[config.mk]
export PLATFORM = sky130hd
export DESIGN_NAME = dac_sample_scheduler
export DESIGN_NICKNAME = d
export VERILOG_FILES = /design/src/rtl/dac_sample_scheduler.sv
export SDC_FILE = /design/constraint.sdc
export NUM_CORES = 1
export LEC_CHECK = 0
export CAP_MARGIN = 30
export CORE_ASPECT_RATIO = 0.9
export CORE_MARGIN = 2
export CORE_UTILIZATION = 63
export CTS_BUF_LIST = sky130_fd_sc_hd__clkbuf_8 sky130_fd_sc_hd__clkbuf_16
export DETAILED_ROUTE_END_ITERATION = 16
export DONT_BUFFER_PORTS = 1
export PLACE_DENSITY_LB_ADDON = 0.15
export SLEW_MARGIN = 20
export SYNTH_ARGS = -nofsm -noshare
export SYNTH_HDL_FRONTEND = slang
export SYNTH_SLANG_ARGS = --single-unit
[constraint.sdc]
create_clock -name clk -period 3.3 [get_ports clk]
set_clock_uncertainty 0.2 [all_clocks]
set_input_delay 0.33 -clock clk [delete_from_list [all_inputs] [get_ports clk]]
set_output_delay 0.33 -clock clk [all_outputs]
set_load 0.05 [all_outputs]
[src/rtl/dac_sample_scheduler.sv]
// ---------------------------------------------------------------------------
// dac_sample_scheduler
//
// Shares one stereo DAC between NUM_VOICES sample producers. A free-running
// period counter produces the sample-rate tick. After each tick the
// scheduler grants every voice in turn for one cycle, sums the samples it
// accepts, and then commits the mixed pair to held DAC output registers.
//
// Optional feature (compile-time macro DAC_SCHED_AVERAGE_EN):
//   undefined : saturating-sum mix (default)
//   defined   : averaging mix, acc >> $clog2(NUM_VOICES), truncating;
//               NUM_VOICES must then be a power of 2.
//
// Ports
//   clk          in   system clock
//   reset        in   synchronous, active-high reset
//   voice_valid  in   [NUM_VOICES]        voice i has a sample pair ready
//   voice_left   in   [NUM_VOICES*WIDTH]  voice i left  = [i*WIDTH +: WIDTH]
//   voice_right  in   [NUM_VOICES*WIDTH]  voice i right = [i*WIDTH +: WIDTH]
//   voice_ready  out  [NUM_VOICES]        one-hot grant during voice i's slot
//   clear_status in   clears the missed sticky bits
//   left_out     out  [WIDTH]             mixed left sample, held between commits
//   right_out    out  [WIDTH]             mixed right sample, held between commits
//   sample_tick  out  one-cycle pulse on the last count of each period
//   out_strobe   out  one-cycle pulse aligned with new left_out/right_out
//   missed       out  [NUM_VOICES]        sticky: voice i was not valid in its slot
// ---------------------------------------------------------------------------
module dac_sample_scheduler #(
  parameter int WIDTH       = 4,
  parameter int SAMPLE_TIME = 656,
  parameter int NUM_VOICES  = 4
) (
  input  logic                          clk,
  input  logic                          reset,
  input  logic [NUM_VOICES-1:0]         voice_valid,
  input  logic [NUM_VOICES*WIDTH-1:0]   voice_left,
  input  logic [NUM_VOICES*WIDTH-1:0]   voice_right,
  output logic [NUM_VOICES-1:0]         voice_ready,
  input  logic                          clear_status,
  output logic [WIDTH-1:0]              left_out,
  output logic [WIDTH-1:0]              right_out,
  output logic                          sample_tick,
  output logic                          out_strobe,
  output logic [NUM_VOICES-1:0]         missed
);

  // Accumulator is wide enough that summing every voice at full scale
  // cannot overflow.
  localparam int AW = WIDTH + $clog2(NUM_VOICES);
  localparam int CW = (SAMPLE_TIME > 1) ? $clog2(SAMPLE_TIME) : 1;
  localparam int SW = (NUM_VOICES > 1) ? $clog2(NUM_VOICES) : 1;

  localparam logic [1:0] IDLE    = 2'd0;
  localparam logic [1:0] COLLECT = 2'd1;
  localparam logic [1:0] COMMIT  = 2'd2;

  logic [CW-1:0]         count;
  logic [1:0]            state;
  logic [SW-1:0]         slot;
  logic [AW-1:0]         acc_l;
  logic [AW-1:0]         acc_r;
  logic [WIDTH-1:0]      cur_l;
  logic [WIDTH-1:0]      cur_r;
  logic                  cur_valid;
  logic [NUM_VOICES-1:0] miss_set;
  logic [WIDTH-1:0]      mix_l;
  logic [WIDTH-1:0]      mix_r;

  assign sample_tick = (count == CW'(SAMPLE_TIME - 1));

  always_ff @(posedge clk) begin
    if (reset) begin
      count <= '0;
    end else if (sample_tick) begin
      count <= '0;
    end else begin
      count <= count + CW'(1);
    end
  end

  // Pick out the voice that owns the current slot. The grant is only
  // raised while collecting, so a voice holding valid outside its own
  // slot is never accepted.
  always_comb begin
    cur_l       = '0;
    cur_r       = '0;
    cur_valid   = 1'b0;
    voice_ready = '0;
    for (int i = 0; i < NUM_VOICES; i++) begin
      if (slot == SW'(i)) begin
        cur_l     = voice_left[i*WIDTH +: WIDTH];
        cur_r     = voice_right[i*WIDTH +: WIDTH];
        cur_valid = voice_valid[i];
        if (state == COLLECT) begin
          voice_ready[i] = 1'b1;
        end
      end
    end
  end

  // The grant is one-hot on the current slot, so it doubles as the mask
  // of the missed bit to set when that voice had nothing to offer.
  assign miss_set = (state == COLLECT && !cur_valid) ? voice_ready : '0;

`ifdef DAC_SCHED_AVERAGE_EN
  generate
    if ((NUM_VOICES & (NUM_VOICES - 1)) != 0) begin : g_pow2_check
      $error("dac_sample_scheduler: NUM_VOICES must be a power of 2 for averaging mix");
    end
  endgenerate

  assign mix_l = WIDTH'(acc_l >> $clog2(NUM_VOICES));
  assign mix_r = WIDTH'(acc_r >> $clog2(NUM_VOICES));
`else
  localparam logic [AW-1:0] MAX_SAMPLE = AW'((1 << WIDTH) - 1);

  assign mix_l = (acc_l > MAX_SAMPLE) ? {WIDTH{1'b1}} : acc_l[WIDTH-1:0];
  assign mix_r = (acc_r > MAX_SAMPLE) ? {WIDTH{1'b1}} : acc_r[WIDTH-1:0];
`endif

  // Sticky missed bits: a new miss wins over a simultaneous clear.
  always_ff @(posedge clk) begin
    if (reset) begin
      state      <= IDLE;
      slot       <= '0;
      acc_l      <= '0;
      acc_r      <= '0;
      left_out   <= '0;
      right_out  <= '0;
      out_strobe <= 1'b0;
      missed     <= '0;
    end else begin
      out_strobe <= 1'b0;
      missed     <= (missed & ~{NUM_VOICES{clear_status}}) | miss_set;
      case (state)
        IDLE: begin
          if (sample_tick) begin
            state <= COLLECT;
            slot  <= '0;
            acc_l <= '0;
            acc_r <= '0;
          end
        end
        COLLECT: begin
          if (cur_valid) begin
            acc_l <= acc_l + AW'(cur_l);
            acc_r <= acc_r + AW'(cur_r);
          end
          if (slot == SW'(NUM_VOICES - 1)) begin
            state <= COMMIT;
          end else begin
            slot <= slot + SW'(1);
          end
        end
        COMMIT: begin
          left_out   <= mix_l;
          right_out  <= mix_r;
          out_strobe <= 1'b1;
          state      <= IDLE;
        end
        default: begin
          state <= IDLE;
        end
      endcase
    end
  end

endmodule

==> results of run 1 <==
-- worst paths after layout --
check	startpoint	to	slack, ps	cells past startpoint
worst max-delay path	slot[0]$_SDFFE_PP0P_	acc_r[4]$_SDFFE_PP0P_	360	11
worst min-delay path	reset	acc_r[4]$_SDFFE_PP0P_	5	3
worst max register to register	slot[0]$_SDFFE_PP0P_	acc_r[4]$_SDFFE_PP0P_	360	11
worst min register to register	count[0]$_SDFF_PP0_	count[0]$_SDFF_PP0_	250	1
-- registers in the layout (all words and copies together) (netlist names) --
signal / count
out_strobe: 1
missed: 4
right_out: 4
acc_r: 6
slot: 2
count: 10
left_out: 4
acc_l: 6
state: 2
-- kinds of logic (layout without fill, tap and decap cells) --
| group | Yosys count | in the layout | share of synthesized area [%] |
|---|---|---|---|
| adders and majority gates | 15 | 15 | 8.85 |
| DFF | 39 | 39 | 34.1 |
| buffers and inverters | 32 | 29 | 6.34 |
| and+or+nand+nor | 107 | 107 | 25.9 |
| muxes | 6 | 6 | 2.62 |
| xor gates and xnor gates | 10 | 10 | 3.82 |
| AOI/OAI and AO/OA | 57 | 57 | 18.4 |
-- worst max-delay path: cells and delay by family (launching register included) --
kind | cells | cell delay [ps]
compound gates | 3 | 590
buf+inv | 2 | 140
simple gates | 2 | 340
flops | 1 | 420
fa+ha+maj | 3 | 990
mux | 1 | 190
-- stage by stage --
step / instances / hold slack (ps) / cell area [um2] / utilization (%)
final: 307 / 5.27 / 2400 / 70.0
after global routing: 307 / 5.80 / 2400 / 70.0
after CTS: 307 / 0.578 / 2400 / 70.0
after detailed placement: 297 / 207 / 2280 / 66.6
after global placement: 297 / 205 / 2280 / 66.6
after floorplan: 266 / 218 / 2290 / -
-- cell usage in the layout (no fill, tap or decap), types with 2 or more instances in the layout --
cell | synthesis | layout
nand3b_1 | 6 | 6
xnor2_1 | 5 | 5
a221oi_1 | 7 | 7
nand2_1 | 17 | 17
nand3_1 | 2 | 2
xor2_1 | 5 | 5
nor2b_1 | 15 | 14
o22ai_1 | 8 | 8
a211oi_2 | 2 | 2
and2_1 | 6 | 6
o21ai_0 | 8 | 8
buf_4 | 2 | 3
or3_1 | 4 | 4
mux2i_1 | 6 | 6
nand4b_1 | 2 | 2
and3_1 | 4 | 4
a21oi_1 | 8 | 8
o32ai_1 | 4 | 4
nor3_1 | 5 | 5
a22oi_1 | 3 | 3
nand2b_1 | 7 | 7
inv_1 | 16 | 17
a21o_1 | 4 | 4
o31ai_2 | 2 | 2
o31ai_1 | 5 | 5
dfxtp_1 | 39 | 39
fa_1 | 2 | 2
dlygate4sd3_1 | 0 | 2
nor2_1 | 30 | 30
clkbuf_8 | 0 | 6
ha_1 | 13 | 13
-- metal layers --
layer / vias up / track usage, %
met4: 0 / 8.75
met3: 8 / 9.14
met2: 65 / 37.1
met5: - / 0
li1: 927 / -
met1: 826 / 33.2
-- repair_timing --
item / in CTS / in global routing
hold buffers: 2 / 0
resized for setup: 0 / 1
hold endpoints to repair: 24 / 0
setup endpoints to repair: 0 / 1
-- power by group --
| group | leakage [uW] | switching [uW] | internal [uW] | total, uW |
|---|---|---|---|---|
| combinational | 0.000543 | 21.9 | 18.0 | 39.9 |
| sequential | 0.000315 | 2.12 | 473 | 475 |
| clock | 0.0000526 | 169 | 168 | 337 |
| total | 0.000910 | 193 | 659 | 853 |
-- area by class of cell --
type                       count  area, um2
clock inverter                 2       12.5
fill                         279       1030
tap                           44       55.1
inverter                      16       60.1
sequential                    39        781
timing repair buffer           5       42.5
clock buffer                   6       82.6
multi-input combinational    195       1370
==> summary.md, run 1 <==
| Metric | Value |
|---|---|
| Clk Latency, worst-skew pair | `300 ps` |
| Post-CTS setup buffer count | `0` |
| Detail Route Antenna Nets | `0` |
| Area Growth Syn to Fin | `4.81%` |
| Root cell of the clock tree | `clkbuf_8` |
| Largest net degree at the start of global routing | `25` |
| # port buffers | `0` |
| CP Launch Type | `register` |
| Synth area leader | `dfxtp_1` |
| Drt initial violations | `81` |
| Via Count | `1826` |
| Critical path peak fanout | `19` |
| Total wire length | `4.77 mm` |
| Status | `complete, no violations` |
| Die W | `67.6 um` |
| HP Class | `in -> reg` |
| Clock Path Buffers | `2` |
| Worst Setup Slack, final | `364 ps` |
| DR WL met2 | `1.98 mm` |
| Layout cells sized above 1 | `7.60%` |
| Num CTS Buffers | `5` |
| Data arrival time of the worst path | `2970 ps` |
| Initial antenna violation count | `0` |
| Ys Warns | `0` |
| CP Cell Sequence | `inv_1 > ha_1 > nor2b_1 > o31ai_1 > ha_1 > inv_1 > fa_1 > nor2b_1 > o21ai_0 > a21oi_1 > mux2i_1` |
| Final Max Slew Viols | `0` |
| Synthesized instance count | `266` |
| Synth Net Count | `320` |
| Vias in the first global route | `1633` |
| Die Area | `4140 um2` |
| Post-route clock period utilization | `89.0%` |
| Core ar. | `3430 um2` |
| Count leader, synth | `dfxtp_1` |
| Power, Total | `853 uW` |
| RSZ-0062 raised after global routing | `no` |
| Rows | `20` |
| Ranking of synthesized cells by area | `dfxtp_1, ha_1, nor2_1, nor2b_1, nand2_1` |
| TritonCTS Sinks | `39` |
| Final Wtd Congestion | `0.904` |
| Max H-tree Level | `2` |
| Final setup TNS | `0 ps` |
| CTS tree | `built` |
| Final critical path time including I/O delays and setup | `2940 ps` |
| Ys flop type | `dfxtp_1` |
| Max incr delay on CP | `420 ps` |
| DRT met1 WL | `2.26 mm` |
| Slew HR | `35.3%` |
| DR vias/cell | `5.95` |
| Final Hold Vio Count | `0` |
| Ys async rst share | `0%` |
| Leak Pwr | `0.000910 uW` |
| Initial core utilization | `66.8%` |
| CP endpoint kind | `register` |
| FF+latch count, synth | `39` |
| Drt wl/cell | `15.5 um` |
| Met3 wire length | `444 um` |
| Worst path slowest cell | `dfxtp_1` |
| Required time of the critical path | `3330 ps` |
| DP Wirelength | `3.41 mm` |
| Final setup fails | `0` |
| Ant diodes | `0` |
| Pre-CTS WS | `270 ps` |
| 1st-pass router iterations | `5` |
| Least-Margin Pin Slew | `968 ps` |
| Fin nets | `316` |
| Number of remaining DRC errors | `0` |
| Library cells used by synthesis | `47` |
| Top post-synthesis cells by count | `dfxtp_1, nor2_1, nand2_1` |
| Post-synthesis cell area | `2290 um2` |
| CP Class | `reg -> reg` |
| Peak supply drop | `0.299 mV` |
| Max-cap violations | `0` |
| Top sig layer | `met4` |
| Tot GR Track Use | `24.9%` |
| Fmax | `341 MHz` |
| Reg clk slew, reported paths | `80 ps` |
| IO Pins | `57` |
| Remaining global-route overflow | `0` |
| Post-synth EDFFs | `0` |
| Yosys top cell area share | `34.1%` |
| Die Y | `61.2 um` |
| Global-route wire length before repair | `7.56 mm` |
| Register area share after synthesis | `34.1%` |
| Syn Area/Cell | `8.61 um2` |
| PD cells | `355 nW/um2` |
Note: power is estimated with default switching activity, not from simulation.
==> inputs of run 2 (changes only) <==
Settings changed: RECOVER_POWER set to 25.
==> summary.md, run 2 (synthesized netlist as in run 1, its figures left out) <==
| Metric | Value |
|---|---|
| Status | `complete, no violations (unchanged)` |
| Hold path startpoint | `reset (unchanged)` |
| Number of remaining DRC errors | `0 (unchanged)` |
| Ant diodes | `0 (unchanged)` |
| Data arrival time of the worst path | `2980 ps (was 2970 ps)` |
| Clock Path Buffers | `2 (unchanged)` |
| Peak supply drop | `0.298 mV (was 0.299 mV)` |
| Switching power | `193 uW (about the same)` |
| R2R cell count | `11 (unchanged)` |
| Initial core utilization | `66.8% (unchanged)` |
| Util after Layout | `69.9% (was 70.0%)` |
| Hold slack | `7.10 ps (was 5.27 ps)` |
| Final Hold Vio Count | `0 (unchanged)` |
| Max incr delay on CP | `420 ps (about the same)` |
| Global-route wire length before repair | `7.56 mm (unchanged)` |
| IO Pins | `57 (unchanged)` |
| Initial antenna violation count | `0 (unchanged)` |
| Hold worst-path end | `acc_r[4]$_SDFFE_PP0P_ (unchanged)` |
| Drt wl/cell | `15.5 um (about the same)` |
| PD cells | `356 nW/um2 (was 355 nW/um2)` |
| Dpl cells | `297 (unchanged)` |
| Die Area | `4140 um2 (unchanged)` |
| Max FFs per register | `10 (unchanged)` |
| Clk Latency, worst-skew pair | `300 ps (about the same)` |
| Setup slack, reg-to-reg | `350 ps (was 360 ps)` |
| Final critical path time including I/O delays and setup | `2950 ps (was 2940 ps)` |
| CTS tree | `built (unchanged)` |
| Core ar. | `3430 um2 (unchanged)` |
| Root cell of the clock tree | `clkbuf_8 (unchanged)` |
| Clk pwr share | `39.5% (was 39.6%)` |
| TritonCTS Sinks | `39 (unchanged)` |
| Max-cap violations | `0 (unchanged)` |
| Fill cell count | `281 (was 279)` |
| Worst Setup Slack, final | `349 ps (was 364 ps)` |
| Fin nets | `316 (unchanged)` |
| Largest net degree at the start of global routing | `25 (unchanged)` |
| Fin cells | `307 (unchanged)` |
| Post-CTS setup buffer count | `0 (unchanged)` |
| Max H-tree Level | `2 (unchanged)` |
| Crit path buffers/inverters | `2 (unchanged)` |
| Hold Crit Depth | `3 (unchanged)` |
| Reg clk slew, reported paths | `80 ps (about the same)` |
| CP Launch Type | `register (unchanged)` |
| 1st-pass router iterations | `4 (was 5)` |
| Critical path peak fanout | `19 (unchanged)` |
| Final setup fails | `0 (unchanged)` |
| Die W | `67.6 um (unchanged)` |
| Area Growth Syn to Fin | `4.64% (was 4.81%)` |
| Rows | `20 (unchanged)` |
| Total wire length | `4.75 mm (was 4.77 mm)` |
| Vias in the first global route | `1633 (unchanged)` |
| Tot GR Track Use | `24.9% (unchanged)` |
| P_int | `659 uW (about the same)` |
| Multi-input gate area | `1370 um2 (unchanged)` |
| HP Class | `in -> reg (unchanged)` |
| Detail Route Antenna Nets | `0 (unchanged)` |
| Required time of the critical path | `3330 ps (about the same)` |
| Drt initial violations | `85 (was 81)` |
| Fmax | `339 MHz (was 341 MHz)` |
| Register Area | `781 um2 (unchanged)` |
| Post-route clock period utilization | `89.4% (was 89.0%)` |
| DR vias/cell | `5.93 (was 5.95)` |
| Largest register by flop count | `count (unchanged)` |
| Num CTS Buffers | `5 (unchanged)` |
| Most frequent cells in the layout | `dfxtp_1, nor2_1, inv_1, nand2_1, nor2b_1 (unchanged)` |
| # port buffers | `0 (unchanged)` |
| Die Y | `61.2 um (unchanged)` |
| Switching share of total power | `22.7% (about the same)` |
| Final Wtd Congestion | `0.904 (unchanged)` |
| Crit Reg-Reg Startpoint | `slot[0]$_SDFFE_PP0P_ (unchanged)` |
| Slew HR | `35.3% (about the same)` |
| Remaining global-route overflow | `0 (unchanged)` |
| Register share of total power | `55.8% (about the same)` |
| Leak Pwr | `0.000906 uW (was 0.000910 uW)` |
| Reg2Reg Capture Point | `acc_r[4]$_SDFFE_PP0P_ (unchanged)` |
| DP Wirelength | `3.41 mm (unchanged)` |
| Cell family with most CP delay | `adder cells (unchanged)` |
| CP Class | `reg -> reg (unchanged)` |
| Layout cells sized above 1 | `7.22% (was 7.60%)` |
| Least-Margin Pin Slew | `967 ps (was 968 ps)` |
| Most common cell after layout, fill and taps aside | `dfxtp_1 (unchanged)` |
| Combinational power share | `4.7% (about the same)` |
| Final setup TNS | `0 ps (unchanged)` |
| CP endpoint kind | `register (unchanged)` |
| Largest registers | `count x10, acc_l x6, acc_r x6 (unchanged)` |
| Pre-CTS WS | `270 ps (unchanged)` |
| Worst Setup SP | `slot[0]$_SDFFE_PP0P_ (unchanged)` |
| Final Max Slew Viols | `0 (unchanged)` |
| Worst path slowest cell | `dfxtp_1 (unchanged)` |
| RSZ-0062 raised after global routing | `no (unchanged)` |
| CP Cell Sequence | `inv_1 > ha_1 > nor2b_1 > o31ai_1 > ha_1 > inv_1 > fa_1 > nor2b_1 > o21ai_0 > a21oi_1 > mux2i_1 (unchanged)` |
| Via Count | `1822 (was 1826)` |
[run 2: changes by cell type in the layout (fill, tap and decap cells not counted), sizes merged]
| cell | change |
|---|---|
| clkbuf | +1 |
| buf | -1 |
[run 2: per-layer routing]
metal  track usage (%)  vias up  wire length, um  part of all wire (%)
li1                  -      925                -                     -
met1              33.2      826             2260                    47
met2              37.1       63             1990                    42
met3              9.14        8              427                   9.0
met4              8.75        0               76                   1.6
met5                 0        -                0                     0
[run 2: area by class of cell]
class / count / share of cell area, %
timing repair buffer: 5 / 1.62
inverter: 16 / 2.51
clock buffer: 6 / 3.44
clock inverter: 2 / 0.522
multi-input combinational: 195 / 57.0
sequential: 39 / 32.6
tap: 44 / 2.30
[run 2: how the worst max path moves through the flow]
stage,endpoint,slack (ps),cells past startpoint
finish,acc_r[4]$_SDFFE_PP0P_,350,11
global placement,acc_r[4]$_SDFFE_PP0P_,390,12
detailed placement,acc_r[4]$_SDFFE_PP0P_,270,12
floorplan,acc_r[4]$_SDFFE_PP0P_,610,13
global route,acc_r[4]$_SDFFE_PP0P_,90,11
CTS,acc_r[4]$_SDFFE_PP0P_,230,12
[run 2: worst reg2reg max path, cell delays in order, from the launching register on]
cell,delay [ps]
dfxtp_1,420
inv_1,90
ha_1,380
nor2b_1,220
o31ai_1,320
ha_1,230
inv_1,50
fa_1,390
nor2b_1,120
o21ai_0,90
a21oi_1,190
mux2i_1,190
[run 2: power by group through the flow]
stage               clock, uW  sequential (uW)  combinational [uW]
floorplan                   0              486                33.3
global placement            0              486                32.3
detailed placement          0              487                32.9
CTS                       343              476                40.0
global route              366              476                45.6
finish                    337              475                40.0
[run 2: timing repair]
action | 4_1_cts | 5_1_grt
resized for setup | 0 | 1
hold buffers | 2 | 0
setup endpoints to repair | 0 | 1
endpoints found under the hold margin | 24 | 0
[run 2: through the flow]
step                      power, uW  area [um2]
after floorplan                 519        2290
after global placement          519        2280
after detailed placement        520        2280
after CTS                       858        2400
after global routing            887        2400
final                           853        2400
==> inputs of run 3 (changes only) <==
Settings changed: CAP_MARGIN 30 to 20, CTS_CLUSTER_DIAMETER set to 120.
==> results of run 3 <==
No change in the layout: final DEF, timing and power equal those of run 2.
